`config.mk`:
```
export PLATFORM = sky130hd
export DESIGN_NAME = imem_loader
export DESIGN_NICKNAME = d
export VERILOG_FILES = /design/src/rtl/imem_loader.sv
export SDC_FILE = /design/constraint.sdc
export NUM_CORES = 1
export LEC_CHECK = 0
export CAP_MARGIN = 20
export CORE_MARGIN = 2
export CORE_UTILIZATION = 25
export DETAILED_ROUTE_END_ITERATION = 10
export HOLD_SLACK_MARGIN = 0.05
export PLACE_DENSITY = 0.52
export SYNTH_ARGS = -nofsm -noshare
export SYNTH_HDL_FRONTEND = slang
export SYNTH_SLANG_ARGS = --single-unit
```
`constraint.sdc`:
```
create_clock -name clk_i -period 5.5 [get_ports clk_i]
set_input_delay 0.55 -clock clk_i [delete_from_list [all_inputs] [get_ports clk_i]]
set_output_delay 0.55 -clock clk_i [all_outputs]
set_load 0.005 [all_outputs]
```
`src/rtl/imem_loader.sv`:
```
// Boot loader that receives a framed instruction image over a byte stream
// and writes it word by word into instruction memory while holding the core in reset.
`ifndef XLEN
`define XLEN 32
`endif

module imem_loader #(
    parameter logic [`XLEN-1:0] BASE_ADDR = 32'h0000_0000,
    parameter int               MAX_WORDS = 1024
) (
    input  logic              clk_i,
    input  logic              rst_i,
    input  logic [7:0]        rx_data_i,
    input  logic              rx_valid_i,
    output logic              rx_ready_o,
    input  logic              start_i,
    output logic              imem_we_o,
    output logic [`XLEN-1:0]  imem_addr_o,
    output logic [`XLEN-1:0]  imem_wdata_o,
    output logic              core_rst_o,
    output logic              done_o,
    output logic              err_o
);

    typedef enum logic [2:0] {
        WAIT_MAGIC,
        LEN0,
        LEN1,
        DATA,
        CSUM,
        DONE,
        ERR
    } state_t;

    localparam logic [16:0] MAX_LEN = 17'(MAX_WORDS);

    state_t      state;
    state_t      nxt;
    logic        accept;
    logic [15:0] len_q;
    logic [15:0] len_full;
    logic [15:0] word_idx;
    logic [1:0]  byte_idx;
    logic [7:0]  xor_q;
    logic [23:0] word_buf;

    assign accept   = rx_valid_i && rx_ready_o;
    assign len_full = {rx_data_i, len_q[7:0]};

    always_comb begin
        nxt = state;
        case (state)
            WAIT_MAGIC: if (accept && rx_data_i == 8'hA5) nxt = LEN0;
            LEN0:       if (accept) nxt = LEN1;
            LEN1: begin
                if (accept) begin
                    if ({1'b0, len_full} > MAX_LEN) nxt = ERR;
                    else if (len_full == 16'd0)     nxt = CSUM;
                    else                            nxt = DATA;
                end
            end
            DATA: begin
                if (accept && byte_idx == 2'd3 && (word_idx + 16'd1) == len_q)
                    nxt = CSUM;
            end
            CSUM:       if (accept) nxt = (rx_data_i == xor_q) ? DONE : ERR;
            DONE, ERR:  if (start_i) nxt = WAIT_MAGIC;
            default:    nxt = WAIT_MAGIC;
        endcase
    end

    // Status outputs are registered from the next state so they change on the same edge as the state.
    always_ff @(posedge clk_i or posedge rst_i) begin
        if (rst_i) begin
            state        <= WAIT_MAGIC;
            rx_ready_o   <= 1'b1;
            done_o       <= 1'b0;
            err_o        <= 1'b0;
            core_rst_o   <= 1'b1;
            imem_we_o    <= 1'b0;
            imem_addr_o  <= '0;
            imem_wdata_o <= '0;
            len_q        <= '0;
            word_idx     <= '0;
            byte_idx     <= '0;
            xor_q        <= '0;
            word_buf     <= '0;
        end else begin
            state      <= nxt;
            rx_ready_o <= !(nxt == DONE || nxt == ERR);
            done_o     <= (nxt == DONE);
            err_o      <= (nxt == ERR);
            core_rst_o <= (nxt != DONE);
            imem_we_o  <= 1'b0;
            case (state)
                LEN0: if (accept) len_q[7:0] <= rx_data_i;
                LEN1: if (accept) len_q[15:8] <= rx_data_i;
                DATA: begin
                    if (accept) begin
                        xor_q    <= xor_q ^ rx_data_i;
                        byte_idx <= byte_idx + 2'd1;
                        case (byte_idx)
                            2'd0: word_buf[7:0]   <= rx_data_i;
                            2'd1: word_buf[15:8]  <= rx_data_i;
                            2'd2: word_buf[23:16] <= rx_data_i;
                            default: begin
                                imem_we_o    <= 1'b1;
                                imem_wdata_o <= {rx_data_i, word_buf};
                                imem_addr_o  <= BASE_ADDR + `XLEN'({word_idx, 2'b00});
                                word_idx     <= word_idx + 16'd1;
                            end
                        endcase
                    end
                end
                DONE, ERR: begin
                    if (start_i) begin
                        word_idx <= '0;
                        byte_idx <= '0;
                        xor_q    <= '0;
                    end
                end
                default: ;
            endcase
        end
    end

endmodule
```
==> flow_summary.json, run 1 <==
{
  "status": "finished, final reports clean",
  "path_class": "flop to flop",
  "async_flop_share_pct": 100,
  "r2r-end": "imem_wdata_o[27]$_DFFE_PP0P_",
  "start_kind": "flop",
  "ir_worst_vdd_mv": 0.226,
  "nets": 636,
  "root_buffer": "clkbuf_16",
  "power_frac_seq_pct": 40.6,
  "internal_power_mw": 1.91,
  "ioPinCount": 81,
  "drive_above_1_share_pct": 17.6,
  "cp_num_buf_inv": 1,
  "drv_cap": 0,
  "overflow": 0,
  "cp-endpoint": "imem_wdata_o[27]$_DFFE_PP0P_",
  "antenna_found_initial": 0,
  "port_buffers": 64,
  "vias": 4271,
  "p_comb_share_pct": 13.7,
  "layout-area-overhead-vs-synth_pct": 25.0,
  "synthCells": 567,
  "period_minus_slack_ns": 3.30,
  "setup_slack_ns": 2.20,
  "slowest_delay_ns": 0.77,
  "antenna_cells": 0,
  "reg2reg_from": "state[0]$_DFF_PP0_",
  "wirelength_mm": 14.3,
  "sw_frac_of_total_pct": 25.5,
  "cts.sinks": 122,
  "synth-seq-cells": 122,
  "clock_skew_ns": 0.00920,
  "clock_latency_ns": 0.42,
  "fin_tns_setup_ns": 0,
  "grt_first_pass_wirelength_mm": 23.0,
  "post-cts-setup-buffers": 0,
  "die_h_um": 158,
  "reg2regPathDepth": 5,
  "synth_edf_count": 0,
  "fp-row-count": 56,
  "die_w_um": 158,
  "cts_resized": 0,
  "grt_usage_pct": 12.1,
  "ys_types": 65,
  "first_iter_violations": 256,
  "cp.depth": 5,
  "rsz0062_at_grt": "false",
  "cts-htree-levels": 4,
  "grt_pass1_vias": 4068,
  "cp_cell_sequence": "nand3b_1 > nor2_1 > nand2_2 > inv_2 > mux2_2",
  "via_per_inst": 4.50,
  "synth_seq_area_share_pct": 51.5,
  "cp-end-kind": "flop",
  "reg2reg_slack_ns": 2.20,
  "wire_per_inst_um": 15.0,
  "cts_tree": "done",
  "cts_hold_buffers": 0,
  "setup_viol": 0,
  "avgSynthCellArea_sq_um": 10.5,
  "regArea_sq_um": 3060,
  "hpwlAfterDp_mm": 9.53,
  "p_sw_mw": 0.655,
  "start_util_pct": 25.3,
  "multiInputGateArea_sq_um": 2590,
  "drtPass1Iterations": 4,
  "die_area_sq_um": 25000,
  "fin_util_pct": 31.7,
  "path_delay_family": "simple AND/OR/NAND/NOR gates",
  "worstPathArrival_ns": 3.60,
  "maxSlewHeadroom_pct": 39.6,
  "synth_warnings": 0,
  "final.fill_count": 2424,
  "place_congestion": 0.781,
  "slew_violations": 0,
  "cts_buffers": 17,
  "drcViolationCount": 0,
  "p_leak_nw": 3.35,
  "clk_path_buf_depth": 2,
  "antenna_left": 0,
  "synth-main-ff-cell": "dfrtp_1",
  "clkSlewWorstSetupHoldPaths_ns": 0.06,
  "grt_max_degree": 83,
  "powerDensity_nw_per_um2": 347,
  "tightest_slew_ns": 0.903,
  "synth_area_sq_um": 5930,
  "cp.required_ns": 5.80,
  "dpl_worst_slack_ns": 1.77,
  "crit_fanout": 37,
  "max_freq_mhz": 303,
  "fin_crit_sh_pct": 60.0,
  "cpMaxStageDelayCell": "nor2_1",
  "startpoint": "state[0]$_DFF_PP0_",
  "worst_hold_path_type": "primary input to async pin",
  "finalHoldViolCount": 0,
  "clkPwrFrac_pct": 45.7,
  "coreArea_sq_um": 23400
}
[power groups by stage]
stage | logic [mW] | registers, mW | clock network (mW)
finish | 0.352 | 1.04 | 1.17
global route | 0.397 | 1.06 | 1.24
CTS | 0.355 | 1.04 | 1.20
detailed placement | 0.352 | 1.06 | 0
global placement | 0.351 | 1.06 | 0
floorplan | 0.287 | 1.03 | 0
[layout by cell type, fill, tap and decap left out, types with 4 or more instances in the layout]
master,instances
inv_1,9
and3_1,7
xnor2_1,19
buf_4,4
nor2_1,15
o31ai_1,4
bufinv_16,4
clkdlybuf4s50_1,64
nand3_1,12
a21oi_1,15
and4_1,4
nand2_1,110
o21ai_0,49
conb_1,16
nor4_1,7
xor2_1,8
dfrtp_1,120
clkbuf_16,17
mux2_2,59
ha_1,6
nand4_1,11
[worst reg2reg max path: stages (launching register included)]
cell	delay, ns
dfrtp_1	0.52
nand3b_1	0.30
nor2_1	0.77
nand2_2	0.50
inv_2	0.68
mux2_2	0.43
[worst min-delay path by stage]
| stage | from | endpoint | slack [ns] |
|---|---|---|---|
| finish | rst_i | imem_wdata_o[22]$_DFFE_PP0P_ | 0.41 |
| global route | rst_i | word_buf[22]$_DFFE_PP0P_ | 0.44 |
| CTS | word_buf[12]$_DFFE_PP0P_ | imem_wdata_o[12]$_DFFE_PP0P_ | 0.46 |
| detailed placement | word_buf[12]$_DFFE_PP0P_ | imem_wdata_o[12]$_DFFE_PP0P_ | 0.45 |
| global placement | word_buf[14]$_DFFE_PP0P_ | imem_wdata_o[14]$_DFFE_PP0P_ | 0.44 |
| floorplan | word_buf[0]$_DFFE_PP0P_ | imem_wdata_o[0]$_DFFE_PP0P_ | 0.43 |
[cell usage after synthesis, drive strengths merged, types with 3 or more instances]
cell type	count	area share (%)
dfrtp	120	51
nand2	111	7.0
mux2	59	11
o21ai	52	4.5
buf	37	4.0
xnor2	19	2.8
a21oi	15	1.3
clkbuf	15	0.99
nor2	15	0.95
nand3	12	1.0
nand4	12	1.4
inv	11	0.70
and3	8	0.93
nor4	8	0.95
xor2	8	1.2
ha	6	1.3
and4	4	0.59
nand3b	4	0.57
nor3	4	0.53
o31ai	4	0.51
or3	3	0.49
[routing by layer]
metal / up-vias / share of wire (%) / wire, um / track usage (%)
met3: 18 / 3.4 / 490 / 3.04
met4: 0 / 1.6 / 229 / 4.38
met1: 2117 / 50 / 7140 / 17.3
li1: 2055 / - / - / -
met2: 81 / 45 / 6410 / 17.6
met5: - / 0 / 0 / 0
[cells by family after synthesis]
group / after synthesis / synth area share [%]
AND/OR/NAND/NOR: 192 / 15.9
flip-flops: 122 / 51.5
AO/OA/AOI/OAI: 93 / 9.47
buffers and inverters: 63 / 5.74
multiplexers: 61 / 11.5
XOR/XNOR: 28 / 4.37
adder cells (fa/ha/maj): 7 / 1.43
other: 1 / 0.0632
[cell type report]
type | count | share of cell area (%)
inverters | 11 | 0.591
repair buffers | 69 | 9.42
multi-input cells | 397 | 35.0
well taps | 319 | 5.38
clock inverters | 11 | 2.30
clock buffers | 21 | 6.08
flip-flops and latches | 122 | 41.2
[state kept, by name (all words and copies together) (netlist names), 2 cells and up]
register and cells:
state 3, xor_q 8, imem_wdata_o 32, word_buf 24, byte_idx 2, len_q 16, imem_addr_o 16, word_idx 16
[metrics by stage]
step	total power, mW	cells	hold WS (ns)	area [sq um]
after detailed placement	1.41	917	0.445	6760
after CTS	2.60	949	0.462	7380
after floorplan	1.32	582	0.433	5990
after global routing	2.70	950	0.439	7410
final	2.57	950	0.411	7410
after global placement	1.41	917	0.445	6760
Power figures use the tool's default switching activity.
==> run 2, diff against run 1 <==
--- a/config.mk
+++ b/config.mk
@@ -10,7 +10,7 @@
 export CORE_UTILIZATION = 25
 export DETAILED_ROUTE_END_ITERATION = 10
 export HOLD_SLACK_MARGIN = 0.05
-export PLACE_DENSITY = 0.52
+export PLACE_DENSITY = 0.53
 export SYNTH_ARGS = -nofsm -noshare
 export SYNTH_HDL_FRONTEND = slang
 export SYNTH_SLANG_ARGS = --single-unit
==> constraint.sdc (replaced) <==
create_clock -name clk_i -period 2.7 [get_ports clk_i]
set_input_delay 0.27 -clock clk_i [delete_from_list [all_inputs] [get_ports clk_i]]
set_output_delay 0.27 -clock clk_i [all_outputs]
set_load 0.005 [all_outputs]
==> flow_summary.json, run 2 (synthesized netlist as in run 1, its figures left out) <==
{
  "cp_cell_sequence": "ha_1 > and4_1 > and3_4 > or3_1 > a22oi_1 > nor4b_2 > o21ai_0",
  "root_buffer": "clkbuf_16",
  "via_per_inst": 4.51,
  "clkPwrFrac_pct": 42.0,
  "power_frac_seq_pct": 43.0,
  "drcViolationCount": 0,
  "drtPass1Iterations": 4,
  "cts_tree": "done",
  "post-cts-setup-buffers": 0,
  "clk_path_buf_depth": 2,
  "clock_skew_ns": 0.00759,
  "fin_tns_setup_ns": 0,
  "sw_frac_of_total_pct": 27.5,
  "antenna_left": 0,
  "grt_max_degree": 123,
  "final.fill_count": 2418,
  "start_kind": "flop",
  "maxSlewHeadroom_pct": 55.9,
  "wire_per_inst_um": 15.4,
  "fin_crit_sh_pct": 90.0,
  "fp-row-count": 56,
  "fin_util_pct": 31.9,
  "status": "finished, final reports clean",
  "p_sw_mw": 1.38,
  "cts_buffers": 17,
  "p_leak_nw": 3.39,
  "tightest_slew_ns": 0.661,
  "die_h_um": 158,
  "ir_worst_vdd_mv": 0.409,
  "drv_cap": 0,
  "worstPathArrival_ns": 2.70,
  "cpMaxStageDelayCell": "dfrtp_1",
  "clock_latency_ns": 0.41,
  "powerDensity_nw_per_um2": 670,
  "port_buffers": 64,
  "layout-area-overhead-vs-synth_pct": 25.8,
  "antenna_cells": 0,
  "cts.sinks": 122,
  "place_congestion": 0.783,
  "setup_viol": 0,
  "antenna_found_initial": 0,
  "first_iter_violations": 326,
  "nets": 652,
  "period_minus_slack_ns": 2.43,
  "die_area_sq_um": 25000,
  "hpwlAfterDp_mm": 10.1,
  "internal_power_mw": 3.63,
  "coreArea_sq_um": 23400,
  "grt_first_pass_wirelength_mm": 23.7,
  "cts_resized": 0,
  "overflow": 0,
  "slew_violations": 0,
  "largest_reg_flops": 32,
  "layout_common_cells": "dfrtp_1, nand2_1, clkdlybuf4s50_1",
  "top_register": "imem_wdata_o",
  "mostFrequentLayoutCell": "dfrtp_1",
  "drive_above_1_share_pct": 19.7,
  "vias": 4356,
  "cp.required_ns": 2.97,
  "cts-htree-levels": 4,
  "p_total_mw": 5.00,
  "largestRegisters": "imem_wdata_o (32), word_buf (24)",
  "worst_hold_path_type": "primary input to async pin",
  "cp-end-kind": "flop",
  "slowest_delay_ns": 0.47,
  "wirelength_mm": 14.8,
  "multiInputGateArea_sq_um": 2590,
  "grt_pass1_vias": 4271,
  "finalHoldViolCount": 0,
  "p_comb_share_pct": 15.0,
  "regArea_sq_um": 3060,
  "clkSlewWorstSetupHoldPaths_ns": 0.06,
  "cts_hold_buffers": 0,
  "die_w_um": 158,
  "rsz0062_at_grt": "false",
  "grt_usage_pct": 12.4,
  "crit_fanout": 9,
  "max_freq_mhz": 411,
  "ioPinCount": 81,
  "start_util_pct": 25.3,
  "path_class": "flop to flop"
}
## run 2: worst max-delay path: cells and delay by family (launching register included)
kind	cells	cell delay, ns
AOI/OAI and AO/OA	2	0.24
adders and majority gates	1	0.36
and+or+nand+nor	4	1.20
DFF	1	0.47
## run 2: area by class of cell
cell class                      instances  share of cell area (%)
Sequential cell                       122                    40.9
Multi-Input combinational cell        397                    34.8
Timing Repair Buffer                   85                    11.0
Clock buffer                           20                    5.98
Tap cell                              319                    5.35
Clock inverter                         11                    1.34
Inverter                               11                   0.603
## run 2: final timing paths
check / depth (start not counted) / startpoint / slack (ns) / end
max in group asynchronous: 3 / rst_i / 1.80 / imem_addr_o[14]$_DFFE_PP0P_
setup / recovery: 7 / word_idx[0]$_DFFE_PP0P_ / 0.27 / state[0]$_DFF_PP0_
hold / removal: 3 / rst_i / 0.39 / imem_wdata_o[18]$_DFFE_PP0P_
hold reg to reg: 2 / word_buf[19]$_DFFE_PP0P_ / 0.46 / imem_wdata_o[19]$_DFFE_PP0P_
setup reg to reg: 7 / word_idx[0]$_DFFE_PP0P_ / 0.27 / state[0]$_DFF_PP0_
min in group clk_i: 2 / word_buf[19]$_DFFE_PP0P_ / 0.46 / imem_wdata_o[19]$_DFFE_PP0P_
## run 2: power groups by stage
stage                     clock network (mW)  registers (mW)  logic [mW]
after detailed placement                   0            2.18       0.751
after CTS                               2.15            2.15       0.754
final                                   2.10            2.15       0.752
after floorplan                            0            2.11       0.586
after global placement                     0            2.18       0.743
after global routing                    2.23            2.17       0.840
## run 2: metrics by stage
stage / instances / hold WS (ns) / cell area, sq um / worst slack, ns
global route: 965 / 0.466 / 7460 / 0.0388
detailed placement: 934 / 0.452 / 6920 / 0.269
CTS: 965 / 0.447 / 7460 / 0.265
finish: 965 / 0.388 / 7460 / 0.269
floorplan: 582 / 0.433 / 5990 / 0.525
global placement: 934 / 0.446 / 6920 / 0.334
## run 2: layer usage
layer	share of wire (%)	wire length [um]	track usage (%)
met5	0	0	0
met3	3.3	487	2.57
met2	45	6730	18.4
met4	2.2	320	5.41
met1	49	7280	17.5
==> run 3, diff against run 2 <==
--- a/config.mk
+++ b/config.mk
@@ -6,10 +6,12 @@
 export NUM_CORES = 1
 export LEC_CHECK = 0
 export CAP_MARGIN = 20
+export CORE_ASPECT_RATIO = 2
 export CORE_MARGIN = 2
 export CORE_UTILIZATION = 25
+export CTS_CLUSTER_DIAMETER = 30
 export DETAILED_ROUTE_END_ITERATION = 10
-export HOLD_SLACK_MARGIN = 0.05
+export HOLD_SLACK_MARGIN = 0.1
 export PLACE_DENSITY = 0.53
 export SYNTH_ARGS = -nofsm -noshare
 export SYNTH_HDL_FRONTEND = slang
==> flow_summary.json, run 3 (synthesized netlist as in run 1, its figures left out) <==
{
  "cts.sinks": 122,
  "drv_cap": 0,
  "cts_buffers": 17,
  "overflow": 0,
  "antenna_cells": 0,
  "layout_common_cells": "dfrtp_1, nand2_1, clkdlybuf4s50_1",
  "worst_hold_path_type": "primary input to async pin",
  "period_minus_slack_ns": 2.34,
  "worstPathArrival_ns": 2.62,
  "coreArea_sq_um": 23300,
  "cp.required_ns": 2.97,
  "tightest_slew_ns": 0.658,
  "hpwlAfterDp_mm": 12.3,
  "layout-area-overhead-vs-synth_pct": 29.4,
  "max_freq_mhz": 427,
  "vias": 4439,
  "setup_viol": 0,
  "grt_pass1_vias": 4727,
  "wire_per_inst_um": 17.5,
  "drcViolationCount": 7,
  "fin_crit_sh_pct": 86.8,
  "powerDensity_nw_per_um2": 708,
  "mostFrequentLayoutCell": "dfrtp_1",
  "antenna_found_initial": 0,
  "die_area_sq_um": 25100,
  "cts_hold_buffers": 0,
  "maxSlewHeadroom_pct": 56.1,
  "cts_tree": "done",
  "grt_max_degree": 52,
  "largestRegisters": "imem_wdata_o (32), word_buf (24)",
  "cts_resized": 0,
  "drive_above_1_share_pct": 22.5,
  "final.fill_count": 2389,
  "grt_first_pass_wirelength_mm": 26.7,
  "setup_slack_ns": 0.357,
  "fp-row-count": 79,
  "ir_worst_vdd_mv": 0.356,
  "reg2reg_slack_ns": 0.36,
  "wirelength_mm": 16.6,
  "status": "finished, violations left",
  "start_util_pct": 25.4,
  "nets": 673,
  "violations": "design-rule violations",
  "first_iter_violations": 214,
  "place_congestion": 0.847,
  "clock_latency_ns": 0.42,
  "root_buffer": "clkbuf_16",
  "fin_tns_setup_ns": 0,
  "crit_fanout": 11,
  "largest_reg_flops": 32,
  "path_class": "flop to flop",
  "cp-end-kind": "flop",
  "finalHoldViolCount": 0,
  "via_per_inst": 4.67,
  "ioPinCount": 81,
  "clkSlewWorstSetupHoldPaths_ns": 0.06,
  "start_kind": "flop",
  "die_w_um": 113,
  "final_cells": 951,
  "p_leak_nw": 3.56,
  "slew_violations": 0,
  "dpl_worst_slack_ns": 0.311,
  "grt_usage_pct": 13.9,
  "dp.cells": 919,
  "post-cts-setup-buffers": 0,
  "clk_path_buf_depth": 2,
  "antenna_left": 0,
  "die_h_um": 222,
  "rsz0062_at_grt": "false",
  "clock_skew_ns": 0.0106,
  "port_buffers": 64,
  "drtPass1Iterations": 7,
  "top_register": "imem_wdata_o",
  "cts-htree-levels": 4
}
run 3: power by group:
part	internal, mW	switching [mW]	leakage [nW]
clock	1.64	0.865	0.311
combinational	0.383	0.406	1.57
sequential	1.98	0.159	1.67
run 3: path summary, 6_finish.rpt:
path,startpoint,to,cells past startpoint
max,word_idx[3]$_DFFE_PP0P_,state[0]$_DFF_PP0_,8
min,rst_i,imem_addr_o[7]$_DFFE_PP0P_,2
max reg2reg,word_idx[3]$_DFFE_PP0P_,state[0]$_DFF_PP0_,8
min reg2reg,word_buf[22]$_DFFE_PP0P_,imem_wdata_o[22]$_DFFE_PP0P_,2
max in group asynchronous,rst_i,imem_wdata_o[12]$_DFFE_PP0P_,3
min in group clk_i,word_buf[22]$_DFFE_PP0P_,imem_wdata_o[22]$_DFFE_PP0P_,2
run 3: layout make-up:
cell class	instances	area (sq um)	area share, %
Clock buffer	18	429	5.59
Clock inverter	14	219	2.85
Inverter	11	45.0	0.587
Multi-Input combinational cell	397	2590	33.8
Sequential cell	122	3060	39.8
Tap cell	283	354	4.61
Timing Repair Buffer	106	981	12.8
run 3: through the flow:
stage | hold WS (ns) | utilization, % | power [mW] | instance area (sq um)
floorplan | 0.433 | - | 2.69 | 5990
global placement | 0.444 | 30.1 | 2.95 | 7030
detailed placement | 0.452 | 30.1 | 2.97 | 7030
CTS | 0.319 | 32.9 | 5.51 | 7680
global route | 0.352 | 32.9 | 5.71 | 7680
finish | 0.306 | 32.9 | 5.44 | 7680
run 3: critical path: stages (launching register included):
cell and delay, ns:
dfrtp_1 0.56, buf_4 0.20, nand4_1 0.18, nor4_1 0.43
xnor2_1 0.18, o21ai_0 0.18, nor4b_2 0.26, buf_4 0.15
o21ai_0 0.06
run 3: per-layer routing:
metal | part of all wire [%] | vias up | track usage, %
li1 | - | 2110 | -
met1 | 37 | 2203 | 14.3
met2 | 58 | 103 | 27.3
met3 | 2.7 | 23 | 2.13
met4 | 2.5 | 0 | 5.55
met5 | 0 | - | 0
